File: src/rtl/nonce_result_scan.sv
// Scans NUM_NONCES hash words from memory. It tracks the minimum word and counts the words
// strictly below target, then writes a two-word report back to memory.
module nonce_result_scan #(
  parameter int NUM_NONCES = 16
) (
  input  logic        clk,
  input  logic        reset_n,
  input  logic        start,
  input  logic [31:0] result_addr,
  input  logic [31:0] report_addr,
  input  logic [31:0] target,
  output logic        done,
  output logic        found,
  output logic [7:0]  best_nonce,
  output logic [31:0] best_hash,
  output logic [8:0]  match_count,
  output logic        mem_clk,
  output logic        mem_we,
  output logic [15:0] mem_addr,
  output logic [31:0] mem_write_data,
  input  logic [31:0] mem_read_data
);
  localparam int CW = 10;
  localparam logic [CW-1:0] LAST_ADDR = CW'(NUM_NONCES - 1);
  localparam logic [CW-1:0] LAST_CAP  = CW'(NUM_NONCES + 1);

  typedef enum logic [1:0] {IDLE, READ, WRITE, DONE} state_t;

  state_t        state;
  logic [CW-1:0] cnt;
  logic [15:0]   base, rep;
  logic [31:0]   tgt;
  logic [1:0]    wph;

  logic unused_hi;
  assign unused_hi = ^{result_addr[31:16], report_addr[31:16]};

  assign mem_clk = clk;

  always_ff @(posedge clk or negedge reset_n) begin
    if (!reset_n) begin
      state          <= IDLE;
      cnt            <= '0;
      base           <= '0;
      rep            <= '0;
      tgt            <= '0;
      wph            <= '0;
      done           <= 1'b0;
      found          <= 1'b0;
      best_nonce     <= '0;
      best_hash      <= 32'hFFFF_FFFF;
      match_count    <= '0;
      mem_we         <= 1'b0;
      mem_addr       <= '0;
      mem_write_data <= '0;
    end else begin
      case (state)
        IDLE, DONE: begin
          if (start) begin
            state       <= READ;
            cnt         <= CW'(1);
            base        <= result_addr[15:0];
            rep         <= report_addr[15:0];
            tgt         <= target;
            done        <= 1'b0;
            found       <= 1'b0;
            match_count <= '0;
            best_nonce  <= '0;
            best_hash   <= 32'hFFFF_FFFF;
            mem_addr    <= result_addr[15:0];
            mem_we      <= 1'b0;
          end
        end
        READ: begin
          // Address issue runs two edges ahead of capture to cover read latency.
          if (cnt <= LAST_ADDR) mem_addr <= base + 16'(cnt);
          if (cnt >= CW'(2)) begin
            if (mem_read_data < tgt) begin
              found       <= 1'b1;
              match_count <= match_count + 9'd1;
            end
            if (mem_read_data < best_hash) begin
              best_hash  <= mem_read_data;
              best_nonce <= 8'(cnt - CW'(2));
            end
          end
          if (cnt == LAST_CAP) begin
            state <= WRITE;
            wph   <= '0;
          end
          cnt <= cnt + CW'(1);
        end
        WRITE: begin
          case (wph)
            2'd0: begin
              mem_we         <= 1'b1;
              mem_addr       <= rep;
              mem_write_data <= {found, 23'b0, best_nonce};
              wph            <= 2'd1;
            end
            2'd1: begin
              mem_addr       <= rep + 16'd1;
              mem_write_data <= best_hash;
              wph            <= 2'd2;
            end
            default: begin
              mem_we <= 1'b0;
              done   <= 1'b1;
              state  <= DONE;
            end
          endcase
        end
        default: state <= IDLE;
      endcase
    end
  end
endmodule
File: config.mk
export PLATFORM = sky130hd
export DESIGN_NAME = nonce_result_scan
export DESIGN_NICKNAME = d
export VERILOG_FILES = /design/src/rtl/nonce_result_scan.sv
export SDC_FILE = /design/constraint.sdc
export NUM_CORES = 1
export LEC_CHECK = 0
export CAP_MARGIN = 10
export CORE_MARGIN = 1.5
export CORE_UTILIZATION = 47
export CTS_CLUSTER_DIAMETER = 80
export DETAILED_ROUTE_END_ITERATION = 6
export PLACE_DENSITY = 0.82
export SLEW_MARGIN = 20
export SYNTH_ARGS = -nofsm -noshare
export SYNTH_HDL_FRONTEND = slang
export SYNTH_SLANG_ARGS = --single-unit
File: constraint.sdc
create_clock -name clk -period 3.1 [get_ports clk]
set_input_delay 0.775 -clock clk [delete_from_list [all_inputs] [get_ports clk]]
set_output_delay 0.775 -clock clk [all_outputs]
set_load 0.01 [all_outputs]
==> flow_metrics.py <==
metrics = {
    "status": {
        "status": "finished clean",
    },
    "logic_synthesis": {
        "yosys.area.top_type": "dfrtp_1",
        "yosysMostFrequentCell": "dfrtp_1",
        "syn_area_per_cell_um2": 10.13,
        "synth-async-reset-ratio_pct": 100.0,
        "netlist.area_leader.share_pct": 34.77,
        "ys_seq_area_share_pct": 42.77,
        "ys_ff_latch": 178,
        "synth_flop_cell": "dfrtp_1",
        "synth_common_cells": "dfrtp_1, nand2_1, inv_1",
        "synth_area_leaders": "dfrtp_1, ha_1, dfstp_2",
        "synth.distinct_cells": 59,
        "netlist_area_mm2": 0.01051,
        "synth_edf_count": 0,
        "synth_nets": 1251,
        "synth_warnings": 0,
        "netlist_instances": 1037,
    },
    "cells_and_area": {
        "finalInstanceArea_mm2": 0.01387,
        "area_growth_pct": 32.03,
        "drive_above_1_share_pct": 17.84,
        "n_fill_cell": 1740,
        "nNetsFinal": 1490,
        "seq_area_mm2": 0.004494,
        "utilization_pct": 63.38,
        "multi_input_area_mm2": 0.005461,
        "diodes": 0,
    },
    "clock_network": {
        "post_cts_buffers": 0,
        "insertion_delay_ps": 550,
        "cts_tree": "yes",
        "postCtsResizedCells": 0,
        "ctsHoldBuffers": 0,
        "clk_pin_slew_worst_paths_ps": 80,
    },
    "critical_path": {
        "path_class": "clock port to primary output",
        "arrival_ps": 2270,
        "crit_path_start_kind": "clock port",
        "crit_fanout": 2,
        "end_kind": "primary output",
        "cp_data_required_time_ps": 2320,
    },
    "power": {
        "power_mw": 14.09,
        "p_per_area_mw_per_mm2": 1016,
        "p_leak_nw": 6.390,
        "max-vdd-ir-drop_uv": 698.7,
    },
    "routing": {
        "first_pass_iters": 5,
        "drtIter0Drc": 423,
        "wl_mm": 28.66,
        "via_count": 8923,
        "ant_nets": 0,
        "vias_per_cell": 5.687,
        "avgRoutedWirePerCell_um": 18.27,
        "drcViolationCount": 0,
    },
    "grt": {
        "first_global_vias": 8909,
        "grt_usage_pct": 24.54,
        "grt_pass1_wl_mm": 45.95,
        "grt_overflow": 0,
        "grt_max_degree": 72,
        "antenna_found_initial": 0,
    },
    "timing": {
        "setup_violations": 0,
        "worst_slew_pin_slew_ps": 1006,
        "worst_slack_ps": 57.60,
        "slew_headroom_pct": 32.06,
        "skew_ps": 15.04,
        "slew_violations": 0,
        "finalHoldViolCount": 0,
        "fin_setup_tns_ps": 0,
        "rsz0062_at_grt": "false",
    },
    "place": {
        "dpl_cell_area_mm2": 0.01321,
        "numPortBuffers": 199,
        "routabilityCongestion": 0.8560,
        "pre_cts_ws_ps": -550.9,
        "place_hpwl_mm": 20.83,
    },
    "floorplan": {
        "die_height_um": 152.5,
        "start_util_pct": 48.01,
        "rows": 54,
        "ioPinCount": 232,
        "die_w_um": 152.5,
        "core-area_mm2": 0.02189,
        "design.die.area_mm2": 0.02327,
    },
    "flow_run": {
        "drv_cap": 0,
    },
    "min_path": {
        "hp-class": "primary input to async pin",
    },
}
-- path summary, 6_finish.rpt --
kind,start,to,slack (ps),cells after the start
setup / recovery,clk,mem_clk,60,3
hold / removal,reset_n,tgt[13],220,1
setup reg to reg,best_hash[14],best_hash[4],170,11
hold reg to reg,mem_write_data[22],mem_write_data[22],480,2
max in group asynchronous,reset_n,best_hash[20],1950,2
min in group clk,mem_write_data[22],mem_write_data[22],480,2
-- stage by stage --
step,std cells,hold slack (ps)
2_1_floorplan,1037,479.4
3_3_place_gp,1533,460.1
3_5_place_dp,1533,465.7
4_1_cts,1568,244.9
5_1_grt,1569,250.7
6_report,1569,215.9
-- power by group --
group	switching, mW	internal [mW]
logic	3.94	3.72
registers	0.795	3.36
clock network	1.04	1.24
total	5.77	8.32
-- logic make-up (layout without fill, tap and decap cells) --
group	Yosys count	after routing	synth area share [%]
compound gates	243	243	16.62
xor+xnor	38	38	3.167
fa+ha+maj	83	83	9.954
buf+inv	143	395	5.584
flops	178	178	42.77
mux	103	103	10.57
simple gates	249	249	11.33
-- final cells by class --
class	instances	share of cell area (%)
Inverter	88	2.381
Sequential cell	178	32.39
Tap cell	280	2.525
Multi-Input combinational cell	716	39.36
Timing Repair Buffer	271	18.73
Clock buffer	22	3.706
Clock inverter	14	0.9018
-- registers in the layout, indices dropped and copies added (netlist names) --
name,count
done,1
mem_we,1
found,1
mem_addr,16
tgt,32
cnt,10
match_count,9
mem_write_data,32
base,16
best_nonce,8
state,2
rep,16
best_hash,32
wph,2
-- worst max-delay path, stage by stage --
cell,delay (ps)
clkbuf_16,120
clkbuf_16,130
clkdlybuf4s50_1,470
-- layout by cell type (no fill, tap or decap), drive strengths merged, types with 8 or more instances in the layout --
master         instances
clkdlybuf4s50        198
dfrtp                146
inv                   93
nand2                 92
ha                    82
buf                   73
mux2                  64
o21ai                 55
a21oi                 49
nor2                  42
mux2i                 39
dfstp                 32
nand3                 28
o31ai                 25
a2bb2oi               24
xnor2                 23
clkbuf                22
nand4                 17
nor3                  15
xor2                  15
and3                  15
a31oi                 15
a21o                  10
nand2b                10
a221oi                 9
o211ai                 8
-- routing by layer --
layer,up-vias,GRT usage (%),share of wire (%),wire (um)
met5,-,0,0,0
met4,0,8.104,2.3,661
met3,48,3.982,5.0,1425
met2,271,42.28,50,14320
met1,4399,31.49,43,12250
li1,4205,-,-,-
Note: power is estimated with default switching activity, not from simulation.
